`config.mk`:
```
export PLATFORM = sky130hd
export DESIGN_NAME = irrigacao_sequenciador
export DESIGN_NICKNAME = d
export VERILOG_FILES = /design/src/rtl/irrigacao_sequenciador_pkg.sv /design/src/rtl/irrigacao_sequenciador_contador.sv /design/src/rtl/irrigacao_sequenciador.sv
export SDC_FILE = /design/constraint.sdc
export NUM_CORES = 1
export LEC_CHECK = 0
export CAP_MARGIN = 0
export CORE_ASPECT_RATIO = 1.1
export CORE_MARGIN = 10
export CORE_UTILIZATION = 50
export CTS_BUF_LIST = sky130_fd_sc_hd__clkbuf_2 sky130_fd_sc_hd__clkbuf_4 sky130_fd_sc_hd__clkbuf_8
export DETAILED_ROUTE_END_ITERATION = 7
export DONT_BUFFER_PORTS = 1
export PLACE_DENSITY = 0.69
export SLEW_MARGIN = 15
export SYNTH_ARGS = -nofsm -noshare
export SYNTH_HDL_FRONTEND = slang
export SYNTH_SLANG_ARGS = --single-unit
```
`constraint.sdc`:
```
create_clock -name clk -period 4.4 [get_ports clk]
set_clock_uncertainty 0.1 [all_clocks]
set_input_delay 0.88 -clock clk [delete_from_list [all_inputs] [get_ports clk]]
set_output_delay 0.88 -clock clk [all_outputs]
set_load 0.005 [all_outputs]
```
`src/rtl/irrigacao_sequenciador_pkg.sv`:
```
// Shared definitions for the irrigation sequencer.
//   - estado_e : Moore state codes driven onto the 3-bit 'estado' output
//   - default durations in seconds (fill timeout, irrigation limit,
//     cleaning time, dosing window)
//   - BCD digit width and a helper converting a duration to 2-digit BCD
`timescale 1ns/1ps
package irrigacao_sequenciador_pkg;

  localparam int unsigned BCD_W = 4;

  typedef enum logic [2:0] {
    ENCHENDO    = 3'b000,
    OCIOSO      = 3'b001,
    GOTEJAMENTO = 3'b010,
    ASPERSAO    = 3'b011,
    LIMPEZA     = 3'b100,
    ERRO        = 3'b101
  } estado_e;

  localparam int unsigned T_ENCHER_MAX_DEF = 60;
  localparam int unsigned T_IRRIG_MAX_DEF  = 90;
  localparam int unsigned T_LIMPEZA_DEF    = 10;
  localparam int unsigned T_AGRO_DEF       = 5;

  // Durations above 99 map to 0xFF, a pattern a saturating BCD timer never
  // holds, so the matching limit simply never fires.
  function automatic logic [2*BCD_W-1:0] to_bcd(input int unsigned v);
    logic [2*BCD_W-1:0] r;
    if (v > 99) begin
      r = '1;
    end else begin
      r[2*BCD_W-1:BCD_W] = 4'(v / 10);
      r[BCD_W-1:0]       = 4'(v % 10);
    end
    return r;
  endfunction

endpackage

```
`src/rtl/irrigacao_sequenciador_contador.sv`:
```
// contador_bcd_2d: 2-digit BCD counter.
//   clk_i, rst_ni  : clock, asynchronous active-low reset (value 00)
//   load_i         : load load_val_i (has priority over counting)
//   load_val_i     : {tens, units} BCD value to load
//   en_i           : count one step this cycle
//   up_i           : 1 = count up (saturates at 99), 0 = down (saturates at 00)
//   dez_o, uni_o   : tens and units digits
`timescale 1ns/1ps
module contador_bcd_2d
  import irrigacao_sequenciador_pkg::*;
(
  input  logic               clk_i,
  input  logic               rst_ni,
  input  logic               load_i,
  input  logic [2*BCD_W-1:0] load_val_i,
  input  logic               en_i,
  input  logic               up_i,
  output logic [BCD_W-1:0]   dez_o,
  output logic [BCD_W-1:0]   uni_o
);

  logic [BCD_W-1:0] dez_q, dez_d;
  logic [BCD_W-1:0] uni_q, uni_d;

  always_comb begin
    dez_d = dez_q;
    uni_d = uni_q;
    if (load_i) begin
      dez_d = load_val_i[2*BCD_W-1:BCD_W];
      uni_d = load_val_i[BCD_W-1:0];
    end else if (en_i) begin
      if (up_i) begin
        if (!(dez_q == 4'd9 && uni_q == 4'd9)) begin
          if (uni_q == 4'd9) begin
            uni_d = '0;
            dez_d = dez_q + 4'd1;
          end else begin
            uni_d = uni_q + 4'd1;
          end
        end
      end else begin
        if (!(dez_q == '0 && uni_q == '0)) begin
          if (uni_q == '0) begin
            uni_d = 4'd9;
            dez_d = dez_q - 4'd1;
          end else begin
            uni_d = uni_q - 4'd1;
          end
        end
      end
    end
  end

  always_ff @(posedge clk_i or negedge rst_ni) begin
    if (!rst_ni) begin
      dez_q <= '0;
      uni_q <= '0;
    end else begin
      dez_q <= dez_d;
      uni_q <= uni_d;
    end
  end

  assign dez_o = dez_q;
  assign uni_o = uni_q;

endmodule

```
`src/rtl/irrigacao_sequenciador.sv`:
```
// irrigacao_sequenciador: timed Moore controller for the irrigation actuators.
// Owns the state register, the per-state BCD seconds timer and the dosing
// seconds counter.
//   clk, reset (async, active-low), tick_1s (1-clk pulse per second)
//   level flags   : cheio, baixo, vazio, erro_nivel
//   demand flags  : gotejamento_req, aspersao_req, agro_req
//   confirma      : operator acknowledge (used only in ERRO)
//   estado        : 3-bit state code
//   Ve, Vs, Bs, agro_out, alarme : actuator / alarm enables
//   dez, uni      : BCD timer digits for the 7-segment scan
`timescale 1ns/1ps
module irrigacao_sequenciador
  import irrigacao_sequenciador_pkg::*;
#(
  parameter int unsigned T_ENCHER_MAX = T_ENCHER_MAX_DEF,
  parameter int unsigned T_IRRIG_MAX  = T_IRRIG_MAX_DEF,
  parameter int unsigned T_LIMPEZA    = T_LIMPEZA_DEF,
  parameter int unsigned T_AGRO       = T_AGRO_DEF
) (
  input  logic             clk,
  input  logic             reset,
  input  logic             tick_1s,
  input  logic             cheio,
  input  logic             baixo,
  input  logic             vazio,
  input  logic             erro_nivel,
  input  logic             gotejamento_req,
  input  logic             aspersao_req,
  input  logic             agro_req,
  input  logic             confirma,
  output logic [2:0]       estado,
  output logic             Ve,
  output logic             Vs,
  output logic             Bs,
  output logic             agro_out,
  output logic             alarme,
  output logic [BCD_W-1:0] dez,
  output logic [BCD_W-1:0] uni
);

  localparam logic [2*BCD_W-1:0] ENCHER_BCD  = to_bcd(T_ENCHER_MAX);
  localparam logic [2*BCD_W-1:0] IRRIG_BCD   = to_bcd(T_IRRIG_MAX);
  localparam logic [2*BCD_W-1:0] LIMPEZA_BCD = to_bcd(T_LIMPEZA);
  localparam logic [7:0]         AGRO_LIM    = 8'(T_AGRO);

  estado_e          state_q, state_d;
  logic [7:0]       agro_cnt_q, agro_cnt_d;
  logic             agro_out_q, agro_out_d;

  logic [BCD_W-1:0] dez_w, uni_w;
  logic [2*BCD_W-1:0] tempo;
  logic             mudou;
  logic             tmr_load;
  logic [2*BCD_W-1:0] tmr_load_val;
  logic             tmr_en;
  logic             tmr_up;

  assign tempo = {dez_w, uni_w};

  // Next state: level error overrides everything; unreachable codes recover
  // through ERRO.
  always_comb begin
    state_d = state_q;
    if (erro_nivel) begin
      state_d = ERRO;
    end else begin
      case (state_q)
        ENCHENDO: begin
          if (cheio)                     state_d = OCIOSO;
          else if (tempo == ENCHER_BCD)  state_d = ERRO;
        end
        OCIOSO: begin
          if (vazio || baixo)            state_d = ENCHENDO;
          else if (aspersao_req)         state_d = ASPERSAO;
          else if (gotejamento_req)      state_d = GOTEJAMENTO;
        end
        GOTEJAMENTO: begin
          if (!gotejamento_req || vazio || tempo == IRRIG_BCD)
            state_d = LIMPEZA;
        end
        ASPERSAO: begin
          if (!aspersao_req || vazio || tempo == IRRIG_BCD)
            state_d = LIMPEZA;
        end
        LIMPEZA: begin
          if (tempo == '0)               state_d = cheio ? OCIOSO : ENCHENDO;
        end
        ERRO: begin
          if (confirma)                  state_d = ENCHENDO;
        end
        default:                         state_d = ERRO;
      endcase
    end
  end

  // Timer: a state change reloads it and swallows a coincident tick.
  always_comb begin
    mudou        = (state_d != state_q);
    tmr_load     = mudou;
    tmr_load_val = (state_d == LIMPEZA) ? LIMPEZA_BCD : '0;
    tmr_up       = (state_q != LIMPEZA);
    tmr_en       = 1'b0;
    if (tick_1s && !mudou) begin
      case (state_q)
        ENCHENDO, GOTEJAMENTO, ASPERSAO, LIMPEZA: tmr_en = 1'b1;
        default:                                  tmr_en = 1'b0;
      endcase
    end
  end

  // Dosing is registered so agro_out stays a pure register output; the
  // counter advances on ticks seen while the valve is already open.
  always_comb begin
    agro_cnt_d = agro_cnt_q;
    if (state_d == ASPERSAO && state_q != ASPERSAO) begin
      agro_cnt_d = '0;
    end else if (state_q == ASPERSAO && state_d == ASPERSAO &&
                 tick_1s && agro_out_q) begin
      agro_cnt_d = agro_cnt_q + 8'd1;
    end
    agro_out_d = (state_d == ASPERSAO) && agro_req && (agro_cnt_d < AGRO_LIM);
  end

  always_ff @(posedge clk or negedge reset) begin
    if (!reset) begin
      state_q    <= ENCHENDO;
      agro_cnt_q <= '0;
      agro_out_q <= 1'b0;
    end else begin
      state_q    <= state_d;
      agro_cnt_q <= agro_cnt_d;
      agro_out_q <= agro_out_d;
    end
  end

  contador_bcd_2d u_timer (
    .clk_i      (clk),
    .rst_ni     (reset),
    .load_i     (tmr_load),
    .load_val_i (tmr_load_val),
    .en_i       (tmr_en),
    .up_i       (tmr_up),
    .dez_o      (dez_w),
    .uni_o      (uni_w)
  );

  // Output decode from registered state only.
  always_comb begin
    Ve     = 1'b0;
    Vs     = 1'b0;
    Bs     = 1'b0;
    alarme = 1'b0;
    case (state_q)
      ENCHENDO:    Ve = 1'b1;
      GOTEJAMENTO: Vs = 1'b1;
      ASPERSAO:    Bs = 1'b1;
      LIMPEZA: begin
        Vs = 1'b1;
        Bs = 1'b1;
      end
      ERRO:        alarme = 1'b1;
      default: ;
    endcase
  end

  assign estado   = state_q;
  assign agro_out = agro_out_q;
  assign dez      = dez_w;
  assign uni      = uni_w;

endmodule

```
# Word-level counts from Yosys, hierarchy flattened
# Cells that the tools add are included.
# word_totals
in_bits,11
reg_bits,20
word_cells,91
# classes
n_mux,35
n_addsub,5
order_cmp,1
eq_ne,17
reduce_logical,28
# ops
op,count
4-bit 2-to-1 mux,14
3-bit 2-to-1 mux,10
3-bit case mux with 6 select lines,1
8-bit 2-to-1 mux,2
"3-bit by 2-bit == test with 1-bit output, second input constant",3
"3-bit == test, second input constant",3
1-bit logical AND,9
"3-bit inequality test, second input constant",3
"4-bit by 1-bit adder with 4-bit output, second input constant",2
"8-bit by 1-bit adder with 8-bit output, second input constant",1
"4-bit == test, second input constant",2
"8-bit by 7-bit == test with 1-bit output, second input constant",1
"8-bit == test, second input constant",1
4-bit zero test,2
8-bit zero test,1
"8-bit by 3-bit less-than comparator with 1-bit output, second input constant",1
"4-bit by 1-bit subtractor with 4-bit output, second input constant",2
1-bit 2-to-1 mux,7
"3-bit by 2-bit inequality test with 1-bit output, second input constant",2
1-bit logical OR,5
5-bit 2-to-1 mux,1
5-bit AND reduction,1
2-bit OR reduction,2
4-bit OR reduction,1
7 further kinds,9

# Depth between registers and ports, before layout
# Gate-level depths: netlist (run 1).
# depth
ltp_word,14
mapped_depth,11
ltp_nobuf,9

# Cells and area by module
# A second synthesis (run 1) with hierarchy kept.
# unflattened
hier_cells,209
area_unflattened_um2,1774.2
# modules_own_cells
module,seq_area_each_um2,area_each_um2,cells_each,instances
irrigacao_sequenciador,300.3,1023.5,115,1
contador_bcd_2d,200.2,750.7,94,1

# Worst setup path before layout (run 1)
# Ideal clock, no wire load.
# synth_timing
path_kind,in2reg
startpoint,input confirma
endpoint,"register u_timer.dez_q[0], in the netlist u_timer.dez_o[0]"
arrival_time_ns,2.371
path_buffers,1
setup_slack_ns,1.804
stages,8
cell_sequence,or2b_1 > a21oi_1 > nor3_1 > o21a_1 > mux2_1 > a2111o_1 > buf_2 > mux2i_1
# synth_via
elab_chain_cells,9
word_cells_on_any_way,16
# synth_rtl
item,line,rtl
"start, declared",irrigacao_sequenciador.sv:30,"input logic confirma,"
3-bit 2-to-1 mux *,irrigacao_sequenciador.sv:89,if (confirma) state_d = ENCHENDO;
3-bit case mux with 6 select lines *,irrigacao_sequenciador.sv:67,case (state_q)
3-bit 2-to-1 mux *,irrigacao_sequenciador.sv:64,if (erro_nivel) begin
3-bit inequality test,irrigacao_sequenciador.sv:98,mudou = (state_d != state_q);
1-bit zero test,irrigacao_sequenciador.sv:103,if (tick_1s && !mudou) begin
1-bit logical AND,irrigacao_sequenciador.sv:103,
1-bit 2-to-1 mux,irrigacao_sequenciador.sv:103,
2-bit nonzero test (no line),-,
5-bit AND reduction (no line),-,
"end signal, assigned",irrigacao_sequenciador_contador.sv:59,dez_q <= dez_d;
"end, declared",irrigacao_sequenciador_contador.sv:22,"logic [BCD_W-1:0] dez_q, dez_d;"
# Mark *: on every way between the ends. The rest lies on a longest branch, timed or not.
# A chain may end at the register's enable or synchronous reset.

# Worst setup path after layout (run 1)
# layout_timing
startpoint,"register state_q[0], in the netlist estado[0]"
endpoint,"register agro_out_q, in the netlist agro_out"
# layout_via
elab_chain_cells,13
word_cells_on_any_way,28
# layout_rtl
item,line,rtl
"start, declared",irrigacao_sequenciador.sv:46,"estado_e state_q, state_d;"
"start signal, assigned",irrigacao_sequenciador.sv:130,state_q <= state_d;
3-bit 2-to-1 mux,irrigacao_sequenciador.sv:75,else if (gotejamento_req) state_d = GOTEJAMENTO;
3-bit 2-to-1 mux,irrigacao_sequenciador.sv:74,else if (aspersao_req) state_d = ASPERSAO;
3-bit 2-to-1 mux,irrigacao_sequenciador.sv:73,if (vazio || baixo) state_d = ENCHENDO;
3-bit case mux with 6 select lines,irrigacao_sequenciador.sv:67,
3-bit 2-to-1 mux,irrigacao_sequenciador.sv:64,
3-bit by 2-bit == test with 1-bit output,"irrigacao_sequenciador.sv:115, irrigacao_sequenciador.sv:117",
1-bit logical AND (2 in a row),irrigacao_sequenciador.sv:117,end else if (state_q == ASPERSAO && state_d == ASPERSAO &&
1-bit logical AND,irrigacao_sequenciador.sv:118,tick_1s && agro_out_q) begin
8-bit 2-to-1 mux,irrigacao_sequenciador.sv:117,
8-bit 2-to-1 mux *,irrigacao_sequenciador.sv:115,if (state_d == ASPERSAO && state_q != ASPERSAO) begin
net agro_cnt_d[7],irrigacao_sequenciador.sv:47,"logic [7:0] agro_cnt_q, agro_cnt_d;"
8-bit by 3-bit less-than comparator with 1-bit output *,irrigacao_sequenciador.sv:121,agro_out_d = (state_d == ASPERSAO) && agro_req && (agro_cnt_d < AGRO_LIM);
1-bit logical AND *,irrigacao_sequenciador.sv:121,
net agro_out_d,irrigacao_sequenciador.sv:48,"logic agro_out_q, agro_out_d;"
"end signal, assigned",irrigacao_sequenciador.sv:132,agro_out_q <= agro_out_d;
"end, declared",irrigacao_sequenciador.sv:48,
# The timed path passes the listed nets; every way through them passes the cells marked *.

==> reports/results.tsv, run 1 <==
metric	value	unit
status	finished clean	
via count	1409	
initial antenna violation count	0	
Avg Synthesized Cell Area	8.50	sq um
Starting Density	0.518	
port bufs	0	
fin worst setup slack	1570	ps
vias in the first global route	1327	
crit end category	flop	
io pins	27	
Clock Path Buffers	2	
core area	0.00305	sq mm
CTS Root Cell	clkbuf_4	
Post-DP HPWL	2950	um
Rel. slew slack	0.604	
CP max-delay cell	dfrtp_1	
GPL Wtd Cong	0.931	
cell leakage power	0.703	nW
Post-synth ARST share	1.00	
Reg2Reg Setup Slack	1570	ps
synthesized cell area	0.00158	sq mm
Clk pwr share	0.253	
gr usage total	0.136	
Post-Syn Nets	201	
peak supply drop	143	uV
Sequential Power Share	0.516	
Internal Power	0.286	mW
max-slew violation count	0	
Post-synth top flop	dfrtp_1	
critical path's largest stage delay	630	ps
EDFF count, synth	0	
top cell type by total area after synthesis	dfrtp_1	
critical path arrival	2960	ps
TritonCTS clock tree	done	
Clk Latency, worst-skew pair	310	ps
vias per inst	6.62	
max-cap violations	0	
post-synthesis register bit count	20	
share of layout cells above drive strength 1	0.0559	
Post-synth top cells	20 x dfrtp_1, 18 x nor2_1, 14 x a21oi_1, 12 x nand2_1, 12 x o21ai_0	
H-tree depth	1	
number of synthesis warnings	0	
NumNets Final	195	
Post-CTS Hold Buffers	0	
Non-Filler Instances	213	
most frequent cell after synthesis	dfrtp_1	
Die Y	79.0	um
clk sinks	20	
total grt overflow	0	
Distinct cells, synth	57	
Startpoint Class	flop	
CP required	4530	ps
R2R cell count	7	
power density over the cells	268	mW/mm^2
RSZ-0062 raised after global routing	false	
Util after Layout	0.522	
die width	73.6	um
final hold slack	144	ps
first-pass GRT wire length	6420	um
antenna-violating nets left	0	
Routed WL	3910	um
post-synth top area share	0.317	
placed cell area	0.00155	sq mm
DIE AREA	0.00581	sq mm
Net Switching	0.140	mW
CTS clk-pin slew, worst paths	120	ps
Antenna Cells	0	
row cnt	21	
Setup TNS Final	0	ps
residual DRC count	0	
Final Critical Period	2830	ps
PostCTS Resize Cnt	0	
drt wl/cell	18.4	um
largest net degree at the start of global routing	21	
fmax	353	MHz
Cells after DPL	209	
Starting DRT DRC Count	128	
reg2reg end	agro_out	
Worst Setup Path Type	reg2reg	
# Post-CTS Setup Buffers	0	
crit-path max FO	13	
Critical R2R Launch	estado[0]	
combinational power share	0.231	
Final Instance Area	0.00159	sq mm
# setup viols final	0	
Worst-Margin Slew	592	ps
Fin. Hold Viols	0	
post-layout power	0.426	mW
P&R area growth vs syn	0.634	%
post-synthesis sequential area ratio	0.317	
Sw Share	0.329	
Final Cycle Share	0.644	
largest cells by area after synthesis	dfrtp_1 32%, a21oi_1 4.4%, nor2_1 4.3%	
TritonCTS Buffers	3	
detailed-router iteration count before antenna repair	4	
Worst Hold Class	in2async	
Syn Inst Count	186	
crit-path cells	nand3b_1, a2111oi_1, or3_1, o31a_1, a22oi_1, a311o_1, a211oi_1	
pre-CTS setup slack	1540	ps
-- power by group through the flow --
stage	Clock (mW)	Sequential [mW]	Combinational, mW
CTS	0.112	0.220	0.0978
detailed placement	0	0.224	0.0974
floorplan	0	0.209	0.0961
global placement	0	0.222	0.0947
global route	0.119	0.225	0.110
finish	0.108	0.220	0.0984
-- critical path, delay by kind of cell, from the launching register on --
kind / cells / cell delay (ps)
simple gates: 2 / 530
flops: 1 / 630
compound gates: 5 / 1500
-- worst max path at each step --
stage / start / endpoint / slack, ps / cells past startpoint
after CTS: estado[0] / agro_out / 1620 / 7
after detailed placement: aspersao_req / agro_out / 1540 / 7
final: estado[0] / agro_out / 1570 / 7
after floorplan: confirma / u_timer.dez_o[0] / 1800 / 8
after global routing: estado[0] / agro_out / 1310 / 7
after global placement: aspersao_req / agro_out / 1610 / 7
-- per-layer routing --
layer	global-route usage	routed length, um	up-vias	part of all wire
li1	-	-	672	-
met1	0.170	1680	680	0.43
met2	0.198	1750	51	0.45
met3	0.0510	428	6	0.11
met4	0.0653	53	0	0.014
met5	0	0	-	0
-- cells in the final DEF (no fill, tap or decap), types with 3 or more instances in the layout --
cell,count
a21oi_1,14
and3_1,5
clkbuf_4,3
dfrtp_1,20
ha_1,3
inv_1,9
nand2_1,12
nand3_1,5
nand4_1,5
nor2_1,18
nor2b_1,4
nor3_1,5
o211a_1,3
o21ai_0,12
or3_1,4
xnor2_1,4
xor2_1,7
-- state kept, by name, indices dropped and copies added, names as in the netlist --
register and cells:
agro_cnt_q 8, agro_out 1, u_timer.dez_o 4, u_timer.uni_o 4, estado 3
-- cells by family (layout without fill, tap and decap cells) --
kind of cell,after synthesis,in the layout,share of synthesized area
AOI/OAI and AO/OA,51,51,0.218
xor gates and xnor gates,11,11,0.0610
adders and majority gates,4,4,0.0364
buffers and inverters,20,13,0.0649
DFF,20,20,0.317
muxes,3,3,0.0198
and+or+nand+nor,77,77,0.283
-- area by class of cell --
| type | count | area, sq um |
|---|---|---|
| Tap cell | 34 | 42.5 |
| Fill cell | 292 | 1460 |
| Multi-Input combinational cell | 146 | 977 |
| Clock buffer | 4 | 36.3 |
| Sequential cell | 20 | 500 |
| Inverter | 9 | 33.8 |
Note: power is estimated with default switching activity, not from simulation.
==> run 2: changes to the inputs <==
==> constraint.sdc (replaced) <==
create_clock -name clk -period 2.82 [get_ports clk]
set_clock_uncertainty 0.1 [all_clocks]
set_input_delay 0.564 -clock clk [delete_from_list [all_inputs] [get_ports clk]]
set_output_delay 0.564 -clock clk [all_outputs]
set_load 0.005 [all_outputs]
==> run 2 against run 1 <==
Against the previous run: non-clock buffer count increased by 8; final cell count increased by 3.8%; sequential power increased by 53%; hold slack improved by 240 ps; critical endpoint unchanged; largest power group unchanged; highest routed layer unchanged.
==> reports/results.tsv, run 2 (synthesized netlist as in run 1, its figures left out) <==
metric	value	unit	change
first-pass GRT wire length	6560	um	+2.1%
vias per inst	6.38		-3.5%
Sequential Area	502	sq um	+0.25%
core area	0.00305	sq mm	unchanged
fmax	387	MHz	+9.8%
Final Critical Period	2580	ps	-253 ps
die width	73.6	um	unchanged
gr usage total	0.136		+0.000319
drt wl/cell	18.1	um	-1.4%
share of layout cells above drive strength 1	0.102		+0.0457
Post-DP HPWL	3100	um	+5.2%
antenna-violating nets left	0		unchanged
cell leakage power	0.751	nW	+6.8%
crit-path cells	nor4_4, a2111oi_1, or3_1, o31a_1, a311oi_1, nor4_1, a211oi_1		
TritonCTS clock tree	done		
Max Used Layer	met4		
H-tree depth	1		unchanged
commonest non-fill, non-tap cell in the layout	dfrtp_1		
Met1 Wirelength	1770	um	+5.3%
port bufs	0		unchanged
via count	1411		+0.14%
Final Cycle Share	0.916		+0.271
io pins	27		unchanged
Clock Path Buffers	2		unchanged
crit end category	flop		
Util after Layout	0.550		+0.0283
Hold Crit Endpoint	agro_out		
Startpoint Class	flop		
DIE AREA	0.00581	sq mm	unchanged
# Post-CTS Setup Buffers	0		unchanged
crit-path max FO	7		-6
Starting Density	0.518		unchanged
status	finished clean		
Routed WL	4000	um	+2.4%
row cnt	21		unchanged
clk sinks	20		unchanged
Die Y	79.0	um	unchanged
initial antenna violation count	0		unchanged
reg2reg end	agro_out		
NumNets Final	203		+4.1%
CP required	2940	ps	-1590 ps
area of the multi-input gates	983	sq um	+0.64%
CP max-delay cell	nor4_4		
Worst-Margin Slew	930	ps	+339 ps
Starting DRT DRC Count	82		-36%
critical path's largest stage delay	490	ps	-140 ps
RSZ-0062 raised after global routing	false		
met2 WL	1800	um	+3.3%
R2R cell count	7		unchanged
power density over the cells	447	mW/mm^2	+67%
detailed-router iteration count before antenna repair	4		unchanged
Rel. slew slack	0.378		-0.226
peak supply drop	423	uV	+200%
critical path arrival	2700	ps	-260 ps
placed cell area	0.00161	sq mm	+3.4%
P&R area growth vs syn	6.10	%	
Final Instance Area	0.00168	sq mm	+5.4%
Worst Hold Class	in2reg		
residual DRC count	0		unchanged
Fin. Hold Viols	0		unchanged
Clk Latency, worst-skew pair	300	ps	about the same
Reg2Reg Setup Slack	240	ps	-1330 ps
Worst Min Path Start	agro_req		
Critical R2R Launch	u_timer.uni_o[1]		
Worst Setup Path Type	reg2reg		
max-cap violations	0		unchanged
Setup TNS Final	0	ps	unchanged
vias in the first global route	1348		+1.6%
CTS Root Cell	clkbuf_4		
total grt overflow	0		unchanged
WHS Path Cells	3		
max reg flops	8		unchanged
met3 WL	393	um	-8.2%
Top reg by flops	agro_cnt_q		
largest net degree at the start of global routing	21		unchanged
CTS clk-pin slew, worst paths	120	ps	about the same
Antenna Cells	0		unchanged
GPL Wtd Cong	0.902		-3.1%
TritonCTS Buffers	3		unchanged
fill cell count	292		unchanged
commonest non-fill, non-tap cells in the layout	19 x dfrtp_1, 18 x nor2_1, 14 x a21oi_1, 12 x nand2_1, 12 x o21ai_0		
# setup viols final	0		unchanged
max-slew violation count	0		unchanged
-- run 2: changes by cell type in the layout (fill, tap and decap cells not counted) --
| cell | previous run | this run |
|---|---|---|
| dfrtp_2 | 0 | 1 |
| clkbuf_8 | 1 | 0 |
| dfrtp_1 | 20 | 19 |
| buf_4 | 0 | 7 |
| bufinv_16 | 0 | 1 |
| dlygate4sd3_1 | 0 | 1 |
| nor4_2 | 0 | 1 |
| nor4_1 | 2 | 1 |
-- run 2: layout make-up --
class | instances | area share
clock buffers | 3 | 0.0134
clock inverters | 1 | 0.0179
inverters | 9 | 0.0201
multi-input cells | 146 | 0.587
flip-flops and latches | 20 | 0.299
well taps | 34 | 0.0254
repair buffers | 8 | 0.0373
-- run 2: timing repair --
| item | in CTS | in global routing |
|---|---|---|
| hold buffers | 1 | 0 |
| setup endpoints to repair | 0 | 4 |
| hold endpoints to repair | 20 | 0 |
| gates resized for setup | 0 | 2 |
-- run 2: critical path: cells and delay by family, from the launching register on --
kind	cells	cell delay, ps
simple gates	3	910
flops	1	420
compound gates	4	1080
-- run 2: power by group --
| part | internal (mW) | switching (mW) | leakage (nW) |
|---|---|---|---|
| Clock | 0.144 | 0.0925 | 0.0279 |
| Combinational | 0.0723 | 0.105 | 0.453 |
| Sequential | 0.303 | 0.0333 | 0.270 |
-- run 2: routing by layer --
metal	track usage	up-vias
met2	0.208	39
met4	0.0336	0
met3	0.0460	4
li1	-	685
met5	0	-
met1	0.178	683
-- run 2: worst max path at each step --
stage                                 from          endpoint  cells after the start
after floorplan                  estado[0]  u_timer.dez_o[3]                     11
after global placement           estado[0]  u_timer.dez_o[0]                      7
after detailed placement  u_timer.dez_o[1]  u_timer.dez_o[0]                      7
after CTS                 u_timer.dez_o[1]  u_timer.dez_o[0]                      7
after global routing      u_timer.uni_o[1]          agro_out                      7
final                     u_timer.uni_o[1]          agro_out                      7
-- run 2: per-stage QoR --
stage | power (mW) | instances | setup slack (ps) | hold slack [ps]
after floorplan | 0.477 | 186 | 373 | 168
after global placement | 0.503 | 216 | 240 | 169
after detailed placement | 0.511 | 216 | 137 | 169
after CTS | 0.754 | 221 | 106 | 373
after global routing | 0.794 | 221 | 81.8 | 366
final | 0.750 | 221 | 238 | 384
